File: src/rtl/mtx_sum_reducer.sv
// Adder-tree reducer plus group accumulator for the 16-element product matrix.
// Optional MTX_SUM_SAT_EN clamps the group sum on overflow instead of wrapping.

module mtx_sum_add #(
   parameter int IW = 16
) (
   input  logic          clk,
   input  logic          rst,
   input  logic [IW-1:0] a,
   input  logic [IW-1:0] b,
   output logic [IW:0]   s
);
   always_ff @(posedge clk or posedge rst)
      if (rst) s <= '0;
      else     s <= {1'b0, a} + {1'b0, b};
endmodule

module mtx_sum_reducer #(
   parameter int W     = 8,
   parameter int ACC_W = 2*W+8,
   parameter int CNT_W = 8
) (
   input  logic                clk,
   input  logic                rst,
   input  logic                i_valid,
   input  logic                i_last,
   input  logic                i_clr,
   input  logic [16*2*W-1:0]   i_mtx_m,
   output logic                o_valid,
   output logic [ACC_W-1:0]    o_sum,
   output logic [CNT_W-1:0]    o_cnt,
   output logic                o_ovf
);
   localparam int PW     = 2*W;
   localparam int STAGES = 4;

   logic [15:0][PW-1:0] prod;
   logic [7:0][PW:0]    s1;
   logic [3:0][PW+1:0]  s2;
   logic [1:0][PW+2:0]  s3;
   logic [PW+3:0]       s4;
   logic [STAGES:1]     vld_pipe, lst_pipe;

   assign prod = i_mtx_m;

   for (genvar i = 0; i < 8; i++) begin : g_s1
      mtx_sum_add #(.IW(PW)) u_add (.clk(clk), .rst(rst), .a(prod[2*i]), .b(prod[2*i+1]), .s(s1[i]));
   end
   for (genvar i = 0; i < 4; i++) begin : g_s2
      mtx_sum_add #(.IW(PW+1)) u_add (.clk(clk), .rst(rst), .a(s1[2*i]), .b(s1[2*i+1]), .s(s2[i]));
   end
   for (genvar i = 0; i < 2; i++) begin : g_s3
      mtx_sum_add #(.IW(PW+2)) u_add (.clk(clk), .rst(rst), .a(s2[2*i]), .b(s2[2*i+1]), .s(s3[i]));
   end
   mtx_sum_add #(.IW(PW+3)) u_s4 (.clk(clk), .rst(rst), .a(s3[0]), .b(s3[1]), .s(s4));

   // A clear kills beats already in the tree, but the beat arriving on the same edge survives.
   always_ff @(posedge clk or posedge rst)
      if (rst) begin
         vld_pipe <= '0;
         lst_pipe <= '0;
      end else begin
         vld_pipe <= {vld_pipe[STAGES-1:1] & ~{(STAGES-1){i_clr}}, i_valid};
         lst_pipe <= {lst_pipe[STAGES-1:1], i_valid & i_last};
      end

   logic [ACC_W-1:0] acc;
   logic [CNT_W-1:0] cnt_g;
   logic             ovf_g;
   logic [ACC_W:0]   sum_x;
   logic             carry;
   logic [ACC_W-1:0] nxt;
   logic [CNT_W-1:0] cnt_nxt;

   assign sum_x   = {1'b0, acc} + (ACC_W+1)'(s4);
   assign carry   = sum_x[ACC_W];
   assign cnt_nxt = (&cnt_g) ? cnt_g : cnt_g + CNT_W'(1);
`ifdef MTX_SUM_SAT_EN
   assign nxt = carry ? {ACC_W{1'b1}} : sum_x[ACC_W-1:0];
`else
   assign nxt = sum_x[ACC_W-1:0];
`endif

   always_ff @(posedge clk or posedge rst)
      if (rst) begin
         acc     <= '0;
         cnt_g   <= '0;
         ovf_g   <= 1'b0;
         o_valid <= 1'b0;
         o_sum   <= '0;
         o_cnt   <= '0;
         o_ovf   <= 1'b0;
      end else begin
         o_valid <= 1'b0;
         if (i_clr) begin
            acc   <= '0;
            cnt_g <= '0;
            ovf_g <= 1'b0;
         end else if (vld_pipe[STAGES]) begin
            if (lst_pipe[STAGES]) begin
               o_sum   <= nxt;
               o_cnt   <= cnt_nxt;
               o_ovf   <= ovf_g | carry;
               o_valid <= 1'b1;
               acc     <= '0;
               cnt_g   <= '0;
               ovf_g   <= 1'b0;
            end else begin
               acc   <= nxt;
               cnt_g <= cnt_nxt;
               ovf_g <= ovf_g | carry;
            end
         end
      end
endmodule
File: config.mk
export PLATFORM = sky130hd
export DESIGN_NAME = mtx_sum_reducer
export DESIGN_NICKNAME = d
export VERILOG_FILES = /design/src/rtl/mtx_sum_reducer.sv
export SDC_FILE = /design/constraint.sdc
export NUM_CORES = 1
export LEC_CHECK = 0
export CAP_MARGIN = 5
export CORE_UTILIZATION = 45
export CTS_CLUSTER_SIZE = 16
export DETAILED_ROUTE_END_ITERATION = 8
export PLACE_DENSITY_LB_ADDON = 0.25
export SLEW_MARGIN = 0
export SYNTH_ARGS = -nofsm -noshare
export SYNTH_HDL_FRONTEND = slang
export SYNTH_SLANG_ARGS = --single-unit
File: constraint.sdc
create_clock -name clk -period 24.9 [get_ports clk]
set_input_delay 2.49 -clock clk [delete_from_list [all_inputs] [get_ports clk]]
set_output_delay 2.49 -clock clk [all_outputs]
set_load 0.05 [all_outputs]
==> impl_results.md <==
- VDD IR max: 53.4 µV
- CTS tree: yes
- Core area: 46500 µm²
- Worst slew pin tran: 0.937 ns
- Final Util: 56.5%
- Total power: 2.74 mW
- Total wire length: roughly 47 mm
- Routed Antenna Nets: 0
- Final setup vio count: 0
- Gr usage total: between 10% and 20%
- Post-DP HPWL: roughly 37 mm
- Largest net degree at the start of global routing: between 150 and 200
- CTS Buf Count: 40
- Antenna Cells: 0
- Postcts setup bufs: 0
- Tcrit/Tclk final: 19.1%
- # clock sinks: 341
- Vias/cell: about 5.4
- Cells after synthesis: about 2100
- Setup crit end kind: flop
- Hold Violations, Final: 0
- FP Rows: just under 80
- Final slew viol count: 0
- Combinational cell fraction of total power: 47.4%
- CP max FO: 3
- Initial antenna violation count: 0
- Die Span X: 219 µm
- Clk_skew: roughly 0.0093 ns
- Int Pwr: 1.71 mW
- Worst reg-to-reg setup slack: 21.83 ns
- FFs w/ async S/R, synth: 100%
- Cell Pwr Density: 104 nW/µm²
- Worst skew pair latency: ~0.55 ns
- Share of cells above drive strength 1: 4.49%
- Req. time, crit path: ~25 ns
- Outcome: finished clean
- Initial Utilization: 45.5%
- R2R cell count: 9
- Sequential Power Share: between 20 and 30%
- Crit Path Category: primary input to flop
- CP startpoint: i_mtx_m[0]
- Worst setup SP type: primary input
- Iter 0 DRT Violations: 644
- Syn Area/Cell: between 10 and 15 µm²
- Placed Cells incl. Taps: 2939
- First-pass GRT wire length: 77.0 mm
- Ys flop type: dfrtp_1
- Post-synth EDFFs: 0
- F_max: between 0.2 and 0.25 GHz
- DRT Pass-1 Iters: 5
- CP arrival: around 5.2 ns
- Netlist cell types: 77
- Final Non-Filler Cells: 3013
- H-tree levels: 2
- I/O Pins: 295
- RSZ-0062 raised after global routing: no
- Mapped Area: approximately 21000 µm²
- Clock share of power: around 23%
- Area Growth Syn to Fin: 24.2%
- Max Cap Violations: 0
- Worst hold margin: 0.347 ns
- Commonest non-fill, non-tap cell in the layout: dfrtp_1
- Final min period: 4.77 ns
- CTS Hold Bufs: 0
- Die Y: roughly 220 µm
- DRC: 0
- Clk buf depth: 3
- Most frequent cells in the layout: 341 x dfrtp_1, 294 x clkdlybuf4s50_1, 272 x ha_1, 176 x a21oi_1, 168 x xnor2_1
- Yosys warns: 0
- Slew HR: 37.6%
- Post-synthesis sequential area ratio: 40.4%
- Via count of the first global-routing pass: about 17000
- R2R Path Start: g_s3[1].u_add.s[0]
- CTS root buf: clkbuf_16
- Final setup TNS: 0 ns
- Flops & latches, synth: 341
- DR vias: 16400
- P_sw: 1.03 mW
- Leak: 11.7 nW
- # resized after CTS: 0
- Clock transition at the registers of the reported paths: ~0.050 ns
- Die ar.: around 48000 µm²
- GPL Wtd Cong: just under 0.9
- Last element of the critical path: g_s1[0].u_add.s[14]
- GRT overflow: 0
- # port buffers: 294
- Worst Hold Class: flop to flop
- Synth Net Count: 2605
- NumNets Final: 2923
- DR WL/cell: 15.5 µm
- Switching Share: between 30% and 40%
- Critical R2R Capture: u_s4.s[18]
==> metal layers <==
layer,global-route usage [%],up-vias,share of wire [%]
met4,5.76,0,2.0
met2,34.9,302,50
li1,-,8201,-
met3,2.38,64,3.2
met5,0,-,0
met1,24.8,7822,45
==> state kept, by name, summed over array words and instances, names as in the netlist, 4 cells and up <==
| name | count |
|---|---|
| g_s1.u_add.s | 136 |
| cnt_g | 8 |
| lst_pipe | 4 |
| o_cnt | 8 |
| vld_pipe | 4 |
| u_s4.s | 20 |
| o_sum | 24 |
| g_s2.u_add.s | 72 |
| g_s3.u_add.s | 38 |
| acc | 24 |
==> cell usage after synthesis (29+ instances only) <==
cell type  number  share of area (%)
a21o_1         46                1.6
a21oi_1       176                4.2
dfrtp_1       341                 40
ha_1          272                 16
inv_1          59                1.0
nand2_1       160                2.8
nor2_1        115                2.0
nor2b_1        29               0.86
nor3_1         51                1.2
o21a_1         45                1.6
o21ai_0        46                1.1
o21ai_1        62                1.5
o21bai_1       29                1.0
xnor2_1       168                7.0
xor2_1         51                2.1
==> layout make-up <==
| class | instances | area, µm² |
|---|---|---|
| clock inverter | 22 | 295 |
| sequential | 341 | 8530 |
| fill | 4028 | 20200 |
| multi-input combinational | 1632 | 12300 |
| timing repair buffer | 299 | 2990 |
| tap | 607 | 759 |
| clock buffer | 52 | 1140 |
| inverter | 60 | 233 |
==> metrics by stage <==
step                      area (µm²)  setup slack, ns
after CTS                      26200            20.17
after global routing           26200            19.91
after floorplan                21100            12.96
after global placement         24800            19.64
final                          26200            20.13
after detailed placement       24800            19.57
==> critical path, stage by stage <==
cell	delay, ns
clkdlybuf4s50_1	0.43
ha_1	0.26
fa_1	0.44
a211o_1	0.30
a21oi_1	0.21
o21a_1	0.18
nor3_1	0.07
a2111oi_2	0.49
o2bb2ai_1	0.22
xnor2_1	0.14
==> cell families (layout without fill, tap and decap cells) <==
logic type	count (synthesis)	in the layout	synth area share [%]
AO/OA/AOI/OAI	620	620	19.8
XOR/XNOR	219	219	9.08
adder cells (fa/ha/maj)	288	288	17.6
buffers and inverters	83	433	1.47
flip-flops	341	341	40.4
multiplexers	5	5	0.261
AND/OR/NAND/NOR	500	500	11.4
==> worst min-delay path by stage <==
stage                      from  depth (start not counted)  slack [ns]     endpoint
floorplan           lst_pipe[1]                          0        0.33  lst_pipe[2]
global placement    lst_pipe[1]                          0        0.34  lst_pipe[2]
detailed placement  lst_pipe[1]                          0        0.34  lst_pipe[2]
CTS                 lst_pipe[1]                          0        0.35  lst_pipe[2]
global route        lst_pipe[1]                          0        0.35  lst_pipe[2]
finish              lst_pipe[1]                          0        0.35  lst_pipe[2]
==> power groups by stage <==
stage | Sequential, mW | Clock, mW | Combinational (mW)
after floorplan | 0.822 | 0 | 0.962
after global placement | 0.828 | 0 | 1.26
after detailed placement | 0.828 | 0 | 1.29
after CTS | 0.821 | 0.643 | 1.31
after global routing | 0.834 | 0.664 | 1.45
final | 0.819 | 0.623 | 1.30
No activity file was read; power rests on OpenSTA's default activity.
